`src/rtl/hilo_pkg.sv`:
```
// Shared definitions for the HI/LO sequencer: opcodes, engine start codes,
// FSM state encoding and the default engine latencies.
package hilo_pkg;

    localparam logic [1:0] OP_MULT = 2'b00;
    localparam logic [1:0] OP_DIV  = 2'b01;
    localparam logic [1:0] OP_MTHI = 2'b10;
    localparam logic [1:0] OP_MTLO = 2'b11;

    localparam logic [1:0] ENG_CLR = 2'd0;
    localparam logic [1:0] ENG_RUN = 2'd1;

    // Run-cycle counts after which the engine hi/lo outputs are final.
    localparam int HILO_DIV_LAT  = 34;
    localparam int HILO_MULT_LAT = 33;
    localparam int HILO_CNT_W    = 6;

    typedef enum logic [1:0] {
        ST_IDLE = 2'd0,
        ST_RUN  = 2'd1,
        ST_WB   = 2'd2
    } hilo_state_e;

endpackage

```
`src/rtl/hilo_seq_ctrl_if.sv`:
```
// Request/response and engine-side signals of the HI/LO sequencer.
// slave is the sequencer's view; master is the control FSM plus engines.
interface hilo_seq_ctrl_if;

    logic        req;
    logic [1:0]  op;
    logic [31:0] rs_val;
    logic [31:0] rt_val;
    logic        flush;

    logic        busy;
    logic        done;
    logic        div0_exc;
    logic [31:0] hi;
    logic [31:0] lo;

    logic [31:0] eng_a;
    logic [31:0] eng_b;
    logic [1:0]  div_start;
    logic [1:0]  mult_start;
    logic [31:0] div_hi;
    logic [31:0] div_lo;
    logic [31:0] mult_hi;
    logic [31:0] mult_lo;

    modport master (
        output req, op, rs_val, rt_val, flush,
        output div_hi, div_lo, mult_hi, mult_lo,
        input  busy, done, div0_exc, hi, lo,
        input  eng_a, eng_b, div_start, mult_start
    );

    modport slave (
        input  req, op, rs_val, rt_val, flush,
        input  div_hi, div_lo, mult_hi, mult_lo,
        output busy, done, div0_exc, hi, lo,
        output eng_a, eng_b, div_start, mult_start
    );

endinterface

```
`src/rtl/lat_counter.sv`:
```
// Loadable down-counter timing an engine's fixed latency; last flags the
// final run cycle. Holds at zero once expired.
module lat_counter #(
    parameter int CNT_W = 6
) (
    input  logic             clk,
    input  logic             reset,
    input  logic             clear,
    input  logic             load,
    input  logic [CNT_W-1:0] load_val,
    input  logic             dec,
    output logic             last
);

    localparam logic [CNT_W-1:0] ONE = {{(CNT_W-1){1'b0}}, 1'b1};

    logic [CNT_W-1:0] count;

    always_ff @(posedge clk) begin
        if (reset || clear) begin
            count <= '0;
        end else if (load) begin
            count <= load_val;
        end else if (dec && (count != '0)) begin
            count <= count - ONE;
        end
    end

    assign last = (count == ONE);

endmodule

```
`src/rtl/hilo_seq_ctrl.sv`:
```
// HI/LO sequencer: accepts MULT/DIV/MTHI/MTLO, runs the iterative engines for
// their fixed latency and owns the architectural HI/LO registers.
//
// state | meaning
// ------+-----------------------------------------------------------------
// IDLE  | waiting for req; MTHI/MTLO and divide-by-zero complete from here
// RUN   | selected engine running, latency counter decrementing
// WB    | engine outputs final; HI/LO written at the next edge
module hilo_seq_ctrl
    import hilo_pkg::*;
#(
    parameter int DIV_LAT  = HILO_DIV_LAT,
    parameter int MULT_LAT = HILO_MULT_LAT,
    parameter int CNT_W    = HILO_CNT_W
) (
    input  logic             clk,
    input  logic             reset,
    hilo_seq_ctrl_if.slave   bus
);

    localparam logic [CNT_W-1:0] DIV_LOAD  = CNT_W'(DIV_LAT);
    localparam logic [CNT_W-1:0] MULT_LOAD = CNT_W'(MULT_LAT);

    hilo_state_e      state_q, state_d;
    logic [1:0]       op_q, op_d;
    logic [31:0]      eng_a_q, eng_a_d;
    logic [31:0]      eng_b_q, eng_b_d;
    logic [31:0]      hi_q, hi_d;
    logic [31:0]      lo_q, lo_d;
    logic             done_q, done_d;
    logic             div0_q, div0_d;

    logic             cnt_load;
    logic [CNT_W-1:0] cnt_load_val;
    logic             cnt_clear;
    logic             cnt_dec;
    logic             cnt_last;

    lat_counter #(.CNT_W(CNT_W)) u_lat_counter (
        .clk      (clk),
        .reset    (reset),
        .clear    (cnt_clear),
        .load     (cnt_load),
        .load_val (cnt_load_val),
        .dec      (cnt_dec),
        .last     (cnt_last)
    );

    always_comb begin
        state_d      = state_q;
        op_d         = op_q;
        eng_a_d      = eng_a_q;
        eng_b_d      = eng_b_q;
        hi_d         = hi_q;
        lo_d         = lo_q;
        done_d       = 1'b0;
        div0_d       = 1'b0;
        cnt_load     = 1'b0;
        cnt_load_val = '0;
        cnt_clear    = 1'b0;
        cnt_dec      = 1'b0;

        case (state_q)
            ST_IDLE: begin
                // flush in the same cycle drops the request entirely
                if (bus.req && !bus.flush) begin
                    case (bus.op)
                        OP_MTHI: begin
                            hi_d   = bus.rs_val;
                            done_d = 1'b1;
                        end
                        OP_MTLO: begin
                            lo_d   = bus.rs_val;
                            done_d = 1'b1;
                        end
                        default: begin
                            if ((bus.op == OP_DIV) && (bus.rt_val == '0)) begin
                                done_d = 1'b1;
                                div0_d = 1'b1;
                            end else begin
                                state_d      = ST_RUN;
                                op_d         = bus.op;
                                eng_a_d      = bus.rs_val;
                                eng_b_d      = bus.rt_val;
                                cnt_load     = 1'b1;
                                cnt_load_val = (bus.op == OP_DIV) ? DIV_LOAD : MULT_LOAD;
                            end
                        end
                    endcase
                end
            end

            ST_RUN: begin
                if (bus.flush) begin
                    state_d   = ST_IDLE;
                    cnt_clear = 1'b1;
                end else begin
                    cnt_dec = 1'b1;
                    if (cnt_last) begin
                        state_d = ST_WB;
                    end
                end
            end

            ST_WB: begin
                state_d = ST_IDLE;
                if (bus.flush) begin
                    cnt_clear = 1'b1;
                end else begin
                    hi_d   = (op_q == OP_DIV) ? bus.div_hi : bus.mult_hi;
                    lo_d   = (op_q == OP_DIV) ? bus.div_lo : bus.mult_lo;
                    done_d = 1'b1;
                end
            end

            default: begin
                state_d = ST_IDLE;
            end
        endcase
    end

    always_ff @(posedge clk) begin
        if (reset) begin
            state_q <= ST_IDLE;
            op_q    <= OP_MULT;
            eng_a_q <= '0;
            eng_b_q <= '0;
            hi_q    <= '0;
            lo_q    <= '0;
            done_q  <= 1'b0;
            div0_q  <= 1'b0;
        end else begin
            state_q <= state_d;
            op_q    <= op_d;
            eng_a_q <= eng_a_d;
            eng_b_q <= eng_b_d;
            hi_q    <= hi_d;
            lo_q    <= lo_d;
            done_q  <= done_d;
            div0_q  <= div0_d;
        end
    end

    // Start codes come straight from state, so the IDLE cycle between two
    // runs always presents a clear to the engine.
    assign bus.busy       = (state_q != ST_IDLE);
    assign bus.div_start  = ((state_q != ST_IDLE) && (op_q == OP_DIV))  ? ENG_RUN : ENG_CLR;
    assign bus.mult_start = ((state_q != ST_IDLE) && (op_q == OP_MULT)) ? ENG_RUN : ENG_CLR;
    assign bus.done       = done_q;
    assign bus.div0_exc   = div0_q;
    assign bus.hi         = hi_q;
    assign bus.lo         = lo_q;
    assign bus.eng_a      = eng_a_q;
    assign bus.eng_b      = eng_b_q;

endmodule

```
`src/flat_wrapper.sv`:
```
// flat-port wrapper written by rule: the top's interface ports become plain ports
module hilo_seq_ctrl_flat import hilo_pkg::*;
#(
    parameter int DIV_LAT  = HILO_DIV_LAT,
    parameter int MULT_LAT = HILO_MULT_LAT,
    parameter int CNT_W    = HILO_CNT_W
)
  (clk, reset, bus_req, bus_op, bus_rs_val, bus_rt_val, bus_flush, bus_div_hi, bus_div_lo, bus_mult_hi, bus_mult_lo, bus_busy, bus_done, bus_div0_exc, bus_hi, bus_lo, bus_eng_a, bus_eng_b, bus_div_start, bus_mult_start);
  hilo_seq_ctrl_if bus_i ();
  input  logic clk;
  input  logic reset;
  input wire logic [$bits(bus_i.req)-1:0] bus_req;
  input wire logic [$bits(bus_i.op)-1:0] bus_op;
  input wire logic [$bits(bus_i.rs_val)-1:0] bus_rs_val;
  input wire logic [$bits(bus_i.rt_val)-1:0] bus_rt_val;
  input wire logic [$bits(bus_i.flush)-1:0] bus_flush;
  input wire logic [$bits(bus_i.div_hi)-1:0] bus_div_hi;
  input wire logic [$bits(bus_i.div_lo)-1:0] bus_div_lo;
  input wire logic [$bits(bus_i.mult_hi)-1:0] bus_mult_hi;
  input wire logic [$bits(bus_i.mult_lo)-1:0] bus_mult_lo;
  output wire logic [$bits(bus_i.busy)-1:0] bus_busy;
  output wire logic [$bits(bus_i.done)-1:0] bus_done;
  output wire logic [$bits(bus_i.div0_exc)-1:0] bus_div0_exc;
  output wire logic [$bits(bus_i.hi)-1:0] bus_hi;
  output wire logic [$bits(bus_i.lo)-1:0] bus_lo;
  output wire logic [$bits(bus_i.eng_a)-1:0] bus_eng_a;
  output wire logic [$bits(bus_i.eng_b)-1:0] bus_eng_b;
  output wire logic [$bits(bus_i.div_start)-1:0] bus_div_start;
  output wire logic [$bits(bus_i.mult_start)-1:0] bus_mult_start;
  assign bus_i.req = bus_req;
  assign bus_i.op = bus_op;
  assign bus_i.rs_val = bus_rs_val;
  assign bus_i.rt_val = bus_rt_val;
  assign bus_i.flush = bus_flush;
  assign bus_i.div_hi = bus_div_hi;
  assign bus_i.div_lo = bus_div_lo;
  assign bus_i.mult_hi = bus_mult_hi;
  assign bus_i.mult_lo = bus_mult_lo;
  assign bus_busy = bus_i.busy;
  assign bus_done = bus_i.done;
  assign bus_div0_exc = bus_i.div0_exc;
  assign bus_hi = bus_i.hi;
  assign bus_lo = bus_i.lo;
  assign bus_eng_a = bus_i.eng_a;
  assign bus_eng_b = bus_i.eng_b;
  assign bus_div_start = bus_i.div_start;
  assign bus_mult_start = bus_i.mult_start;
  hilo_seq_ctrl #(.DIV_LAT(DIV_LAT), .MULT_LAT(MULT_LAT), .CNT_W(CNT_W)) u_core (.clk(clk), .reset(reset), .bus(bus_i));
endmodule
```
`config.mk`:
```
export PLATFORM = sky130hd
export DESIGN_NAME = hilo_seq_ctrl_flat
export DESIGN_NICKNAME = d
export VERILOG_FILES = /design/src/rtl/hilo_pkg.sv /design/src/rtl/hilo_seq_ctrl_if.sv /design/src/rtl/lat_counter.sv /design/src/rtl/hilo_seq_ctrl.sv /design/src/flat_wrapper.sv
export SDC_FILE = /design/constraint.sdc
export NUM_CORES = 1
export LEC_CHECK = 0
export BUFFER_PORTS_ARGS = -buffer_cell sky130_fd_sc_hd__buf_2
export CAP_MARGIN = 20
export CORE_AREA = 2 2 131 133
export DETAILED_ROUTE_END_ITERATION = 10
export DIE_AREA = 0 0 133 135
export PLACE_DENSITY = 0.68
export SLEW_MARGIN = 10
export SYNTH_ARGS = -nofsm -noshare
export SYNTH_HDL_FRONTEND = slang
export SYNTH_HIERARCHICAL = 1
export SYNTH_SLANG_ARGS = --single-unit
```
`constraint.sdc`:
```
create_clock -name clk -period 2.2 [get_ports clk]
set_input_delay 0 -clock clk [delete_from_list [all_inputs] [get_ports clk]]
set_output_delay 0 -clock clk [all_outputs]
set_load 0.01 [all_outputs]
```
==> summary.txt, run 1 <==
Floorplan
  – Die X: approximately 130 um
  – Core Area: around 16000 sq um
  – Initial Util: 0.373
  – Die area: 18000 sq um
  – # IOs: about 330
  – # rows: 47
  – Die Ht: 135 um

Place
  – Placer Congestion: approximately 0.84
  – Place WS: just over 0.07 ns
  – HPWL after detailed placement: about 16 mm
  – Port bufs: 330
  – Inst Count DP: ~1.3k

Worst setup path
  – Req. time, crit path: around 2.6 ns
  – Critical path's largest stage delay: around 0.58 ns
  – CP delay by family, top: buffers and inverters
  – Bufs and invs on worst path: 3
  – Slowest cell on the critical path: dlygate4sd3_1
  – R2r setup slk: ~0.094 ns
  – Worst Setup End Kind: register
  – Critical-path cell list: inv_2, ha_4, buf_16, nor2_1, a2111oi_2, dlygate4sd3_1
  – Max FO, Critical Path: approximately 100
  – CP startpoint kind: register
  – R2r worst-path depth: 6
  – R2r endpoint: u_core/bus.done
  – R2r startpoint: u_core/state_q[0]
  – Critical path arrival: around 2.5 ns
  – WS Path Type: register to register

Final layout
  – Area grow syn2layout: 62.1%
  – Non-Filler Instances: 1450
  – Diodes inserted: 0
  – Fin nets: ~1.4k
  – Layout cells sized above 1: 0.324
  – Fillers: 1421

Yosys
  – Dominant cell type by area after synthesis: dfxtp_1
  – Post-synth EDFFs: 0
  – Ys Warns: 6
  – Share of synthesized registers carrying an async set or reset: 0
  – Area contributors post-synth: dfxtp_1 (46%), nand2_1 (12%), a311oi_1 (9.2%), a21oi_1 (8.3%), nor2_1 (6.6%)
  – Synthesized area: 6120 sq um
  – Count leader, synth: nand2_1
  – Post-Syn Instances: 778
  – Sequential-to-total area share from yosys stat: 0.458
  – Synthesized flop and latch total: 140
  – Synth cell count leaders: nand2_1 (193), dfxtp_1 (140), nor2_1 (107), a21oi_1 (102), a311oi_1 (64)
  – Unique cell type count in the Yosys netlist: 42
  – Top cell type's share of synthesized area: 0.458
  – Top FF cell, synth: dfxtp_1
  – Syn Area/Cell: about 7.9 sq um

Power and ir drop
  – PwrDens: ~650 nW/um^2
  – Peak supply drop: between 0.5 and 0.6 mV
  – Lkg Pwr: around 0.0046 uW

Min path
  – Hold EP: u_core/bus.lo[15]
  – Hold path depth: 5
  – Worst hold path class: input port to register
  – Worst Hold Launch: bus_div_lo[15]

Timing
  – FMAX: 475 MHz
  – Layout Skew: 0.00569 ns
  – RSZ-0062 raised after global routing: no
  – Post-Route Setup TNS: 0 ns
  – Max Slew Vio Count: 0
  – Final setup viols: 0
  – Least-Margin Pin Slew: roughly 0.50 ns
  – Final hold slack: roughly 0.0076 ns
  – Slew HR: 0.665
  – Final hold viol count: 0
  – Worst setup margin: between 0.09 and 0.1 ns
  – Tcrit/Tclk final: 0.957
  – Fin crit period: approximately 2.1 ns

Route
  – WL final: 24.4 mm
  – DR WL met2: between 10 and 15 mm
  – WL/cell: approximately 17 um
  – DRT Pass-1 Iters: 5
  – DRT antenna net count: 0
  – # DRC: 0
  – Total number of vias: between 7k and 8k
  – Met1 wire length: 9.81 mm
  – Drt via density: 5.20
  – Met3 WL: 1.66 mm
  – Max Used Layer: met4
  – Iteration-0 DRC Markers: between 400 and 500

GRT
  – Vias in the first global route: 7250
  – Gr ovfl total: 0
  – Initial antenna violation count: 0
  – Total GRT Usage: 0.265
  – Largest net degree at the start of global routing: 99
  – First-pass GRT wire length: between 30 and 40 mm

Run
  – Max-cap violations: 0

Clock network
  – Worst-path clk slew: roughly 0.060 ns
  – CTS tree: yes
  – Clock latency on the worst-skew pair: roughly 0.42 ns
  – CTS buffer count: 17
  – Root Buffer Master: clkbuf_16
  – Clock Tree Buf Depth: 2
  – H-Tree Depth: 4
  – CTS Sinks: 140

Status
  – Outcome: finished clean
cell families (layout without fill, tap and decap cells):
group           count (synthesis)  after routing  share of synthesized area
compound gates                219            219                      0.246
fa+ha+maj                       6              6                     0.0123
mux                             2              2                    0.00348
buf+inv                        74            522                     0.0550
other cells                     1              5                   0.000613
flops                         140            140                      0.458
xor+xnor                        1              1                    0.00143
simple gates                  335            335                      0.224
registers in the layout, summed over array words and instances (netlist names), 2 cells and up:
name and count:
u_core/bus.eng_a 32, u_core/bus.eng_b 32, u_core/bus.hi 32, u_core/bus.lo 32, u_core/u_lat_counter/count 6, u_core/op_q 2
u_core/state_q 2
power breakdown:
| part | switching [uW] | internal [uW] | total, uW |
|---|---|---|---|
| sequential | 44.5 | 2610 | 2660 |
| combinational | 487 | 474 | 961 |
| clock | 1100 | 1720 | 2830 |
| total | 1640 | 4810 | 6450 |
final cells by class:
class	count	area [sq um]	area share
clock inverter	10	118	0.0119
timing repair buffer	483	3190	0.321
inverter	8	36.3	0.00366
multi-input combinational	568	3040	0.307
tap	220	275	0.0277
sequential	140	2800	0.282
clock buffer	21	460	0.0464
worst register-to-register path: cells and delay by family (launching register included):
kind                       cells  cell delay, ns
AOI/OAI and AO/OA              1            0.37
and+or+nand+nor                1            0.25
buffers and inverters          3            0.95
adders and majority gates      1            0.17
DFF                            1            0.32
placed cells by master, fill, tap and decap left out, types with 5 or more instances in the layout:
cell type      synthesis  routed
buf_2                 21     329
nand2_1              193     193
dfxtp_1              140     140
dlygate4sd3_1          0     131
nor2_1               107     106
a21oi_1              102     102
a311oi_1              64      64
a22o_1                32      32
buf_4                  2      18
clkbuf_16              0      17
nor4_1                 8       7
o21ai_0                7       7
clkinvlp_4             0       5
inv_1                  7       5
conb_1                 1       5
metrics by stage:
stage / area, sq um / total power, uW / utilization
2_1_floorplan: 6130 / 3080 / -
3_3_place_gp: 7990 / 3460 / 0.487
3_5_place_dp: 7990 / 3470 / 0.487
4_1_cts: 9870 / 6460 / 0.601
5_1_grt: 9920 / 6700 / 0.605
6_report: 9920 / 6450 / 0.605
timing repair:
action | CTS | global route
buffers inserted | 0 | 2
setup endpoints to repair | 0 | 36
resized for setup | 0 | 9
endpoints found under the hold margin | 103 | 1
hold buffers | 130 | 1
how the worst max path moves through the flow:
stage	slack, ns	depth (start not counted)	endpoint	start
finish	0.09	6	u_core/bus.done	u_core/state_q[0]
floorplan	0.26	11	u_core/u_lat_counter/count[3]	u_core/state_q[0]
detailed placement	0.07	7	u_core/u_lat_counter/count[4]	u_core/state_q[0]
CTS	0.05	7	u_core/u_lat_counter/count[4]	u_core/state_q[0]
global placement	0.15	7	u_core/u_lat_counter/count[4]	u_core/state_q[0]
global route	0.02	7	u_core/bus.done	bus_rt_val[3]
per-layer routing:
layer,track usage,vias up
met5,0,-
met4,0.127,0
met3,0.0563,69
met2,0.457,374
met1,0.316,3482
li1,-,3620
Note: power is estimated with default switching activity, not from simulation.
==> run 2: changes to the inputs <==
--- a/config.mk
+++ b/config.mk
@@ -7,10 +7,11 @@
 export LEC_CHECK = 0
 export BUFFER_PORTS_ARGS = -buffer_cell sky130_fd_sc_hd__buf_2
 export CAP_MARGIN = 20
-export CORE_AREA = 2 2 131 133
+export CORE_AREA = 2 2 128 130
+export CTS_BUF_LIST = sky130_fd_sc_hd__clkbuf_8
 export DETAILED_ROUTE_END_ITERATION = 10
-export DIE_AREA = 0 0 133 135
-export PLACE_DENSITY = 0.68
+export DIE_AREA = 0 0 130 132
+export PLACE_DENSITY = 0.71
 export SLEW_MARGIN = 10
 export SYNTH_ARGS = -nofsm -noshare
 export SYNTH_HDL_FRONTEND = slang
==> constraint.sdc (replaced) <==
create_clock -name clk -period 2.5 [get_ports clk]
set_input_delay 0 -clock clk [delete_from_list [all_inputs] [get_ports clk]]
set_output_delay 0 -clock clk [all_outputs]
set_load 0.01 [all_outputs]
==> run 2 against run 1 <==
Against the previous run:
- highest routed layer unchanged
- die area shrank 4.4%
- clock power decreased by 28%
- sequential share of layout area shrank 1.1 points
- register-to-register slack is essentially flat
- flip-flop and latch count is the same
- largest power group is now registers
- fmax fell by 12%
- non-clock buffer count grew 54
- cell area up 3.9%
==> summary.txt, run 2 (synthesis results as in run 1) <==
Timing
  – Final hold slack: 0.0125 ns (+0.00492 ns)
  – Slew HR: 0.528 (-0.137)
  – Tcrit/Tclk final: 0.960 (+0.00297)
  – Final setup viols: 0 (unchanged)
  – Least-Margin Pin Slew: 0.708 ns (+0.206 ns)
  – Worst setup margin: 0.0998 ns (+0.00545 ns)
  – Final hold viol count: 0 (unchanged)
  – Post-Route Setup TNS: 0 ns (unchanged)
  – FMAX: 417 MHz (-12%)
  – Fin crit period: 2.40 ns (+0.295 ns)
  – Layout Skew: 0.0161 ns (+0.0104 ns)
  – Max Slew Vio Count: 0 (unchanged)

Power and ir drop
  – Clk pwr share: 0.388 (-0.050)
  – Sw frac: 0.268 (+0.0146)
  – Peak supply drop: 0.364 mV (-30%)
  – Net switching power figure: 1420 uW (-13%)
  – Power, Total: 5290 uW (-18%)
  – Lkg Pwr: 0.00477 uW (+4.5%)
  – Logic pwr share: 0.170 (+0.021)
  – Internal cell power: 3870 uW (-20%)
  – PwrDens: 513 nW/um^2 (-21%)
  – Seq pwr share: 0.442 (+0.029)

Place
  – Placer Congestion: 0.880 (+4.2%)
  – Place WS: 0.348 ns (+0.277 ns)
  – Port bufs: 330 (unchanged)
  – HPWL after detailed placement: 16.0 mm (-2.5%)

GRT
  – Gr ovfl total: 0 (unchanged)
  – First-pass GRT wire length: 40.4 mm (+7.0%)
  – Total GRT Usage: 0.299 (+0.0332)
  – Vias in the first global route: 7907 (+9.1%)
  – Largest net degree at the start of global routing: 61 (-38%)
  – Initial antenna violation count: 2 (+2)

Worst setup path
  – Critical path's largest stage delay: 0.56 ns (-0.02 ns)
  – CP startpoint kind: register
  – Worst Setup End Kind: register
  – Critical-path cell list: inv_1, ha_2, nand2b_1, a21o_4, a311oi_1, a21oi_1, nor2_1, dlygate4sd3_1
  – Slowest cell on the critical path: dlygate4sd3_1
  – Req. time, crit path: 2.88 ns (+0.32 ns)
  – Critical path arrival: 2.78 ns (+0.32 ns)
  – Max FO, Critical Path: 25 (-74%)
  – WS Path Type: register to register

Route
  – Drt via density: 5.26 (+1.1%)
  – # DRC: 0 (unchanged)
  – DRT antenna net count: 0 (unchanged)
  – Iteration-0 DRC Markers: 687 (+51%)
  – DRT Pass-1 Iters: 5 (unchanged)
  – WL/cell: 17.3 um (+3.0%)
  – Total number of vias: 7915 (+4.9%)
  – WL final: 26.0 mm (+6.8%)

Status
  – Outcome: finished clean

Final layout
  – Layout cells sized above 1: 0.304 (-0.0209)
  – Highest-count cells in the layout ignoring fill and taps: buf_2 (329), nand2_1 (193), dlygate4sd3_1 (191)
  – Fin nets: 1476 (+3.8%)
  – Most common cell after layout, fill and taps aside: buf_2
  – Area grow syn2layout: 68.5%

Clock network
  – H-Tree Depth: 4 (unchanged)
  – Clock Tree Buf Depth: 2 (unchanged)
  – CTS tree: yes
  – CTS Sinks: 140 (unchanged)
  – Clock latency on the worst-skew pair: 0.45 ns (+0.03 ns)
  – Worst-path clk slew: 0.08 ns (+0.02 ns)
  – CTS buffer count: 17 (unchanged)
  – Root Buffer Master: clkbuf_8

Floorplan
  – Die Ht: 132 um (-2.2%)
  – Die X: 130 um (-2.3%)
  – # rows: 46 (-2.1%)
  – Initial Util: 0.389 (+0.0165)
  – Die area: 17200 sq um (-4.4%)
  – # IOs: 333 (unchanged)
  – Core Area: 15700 sq um (-4.2%)

Run
  – Max-cap violations: 0 (unchanged)

Min path
  – Worst hold path class: input port to register
-- run 2: per-stage QoR --
| stage | instance area (sq um) | instances | utilization |
|---|---|---|---|
| finish | 10300 | 1504 | 0.656 |
| global route | 10300 | 1503 | 0.656 |
| CTS | 10300 | 1498 | 0.653 |
| detailed placement | 7910 | 1275 | 0.503 |
| global placement | 7910 | 1275 | 0.503 |
| floorplan | 6130 | 782 | - |
-- run 2: final cells by class --
cell class / instances / area [sq um]
Antenna cell: 3 / 7.51
Clock buffer: 18 / 248
Clock inverter: 14 / 191
Fill cell: 1237 / 5400
Inverter: 8 / 32.5
Multi-Input combinational cell: 568 / 3040
Sequential cell: 140 / 2800
Tap cell: 216 / 270
Timing Repair Buffer: 537 / 3710
-- run 2: path summary, 6_finish.rpt --
check                            from                   to  slack, ns  cells past startpoint
setup / recovery    u_core/state_q[1]    u_core/bus.hi[21]        0.1                      8
setup reg to reg    u_core/state_q[1]    u_core/bus.hi[21]        0.1                      8
hold / removal        bus_mult_hi[29]    u_core/bus.hi[29]       0.01                      5
hold reg to reg   u_core/bus.eng_a[0]  u_core/bus.eng_a[0]       0.45                      2
-- run 2: critical path: cells and delay by family (launching register included) --
family	cells	cell delay, ns
AOI/OAI and AO/OA	3	0.75
adders and majority gates	1	0.24
buffers and inverters	2	0.65
DFF	1	0.38
and+or+nand+nor	2	0.31
-- run 2: per-layer routing --
metal	wire length [um]	part of all wire	track usage
met4	1220	0.047	0.155
met1	9900	0.38	0.339
met3	1970	0.075	0.0751
met5	0	0	0
met2	13000	0.50	0.512
-- run 2: repair_timing --
item                                    4_1_cts  5_1_grt
hold buffers                                191        0
endpoints found under the hold margin       132        0
resized for setup                             0        5
setup buffers                                 0        3
endpoints found under the setup margin        0       21
-- run 2: power by group through the flow --
| stage | clock [uW] | sequential (uW) | combinational [uW] |
|---|---|---|---|
| after detailed placement | 0 | 2390 | 651 |
| after CTS | 2090 | 2330 | 868 |
| final | 2050 | 2340 | 901 |
| after global routing | 2200 | 2340 | 973 |
| after global placement | 0 | 2380 | 647 |
| after floorplan | 0 | 2410 | 298 |
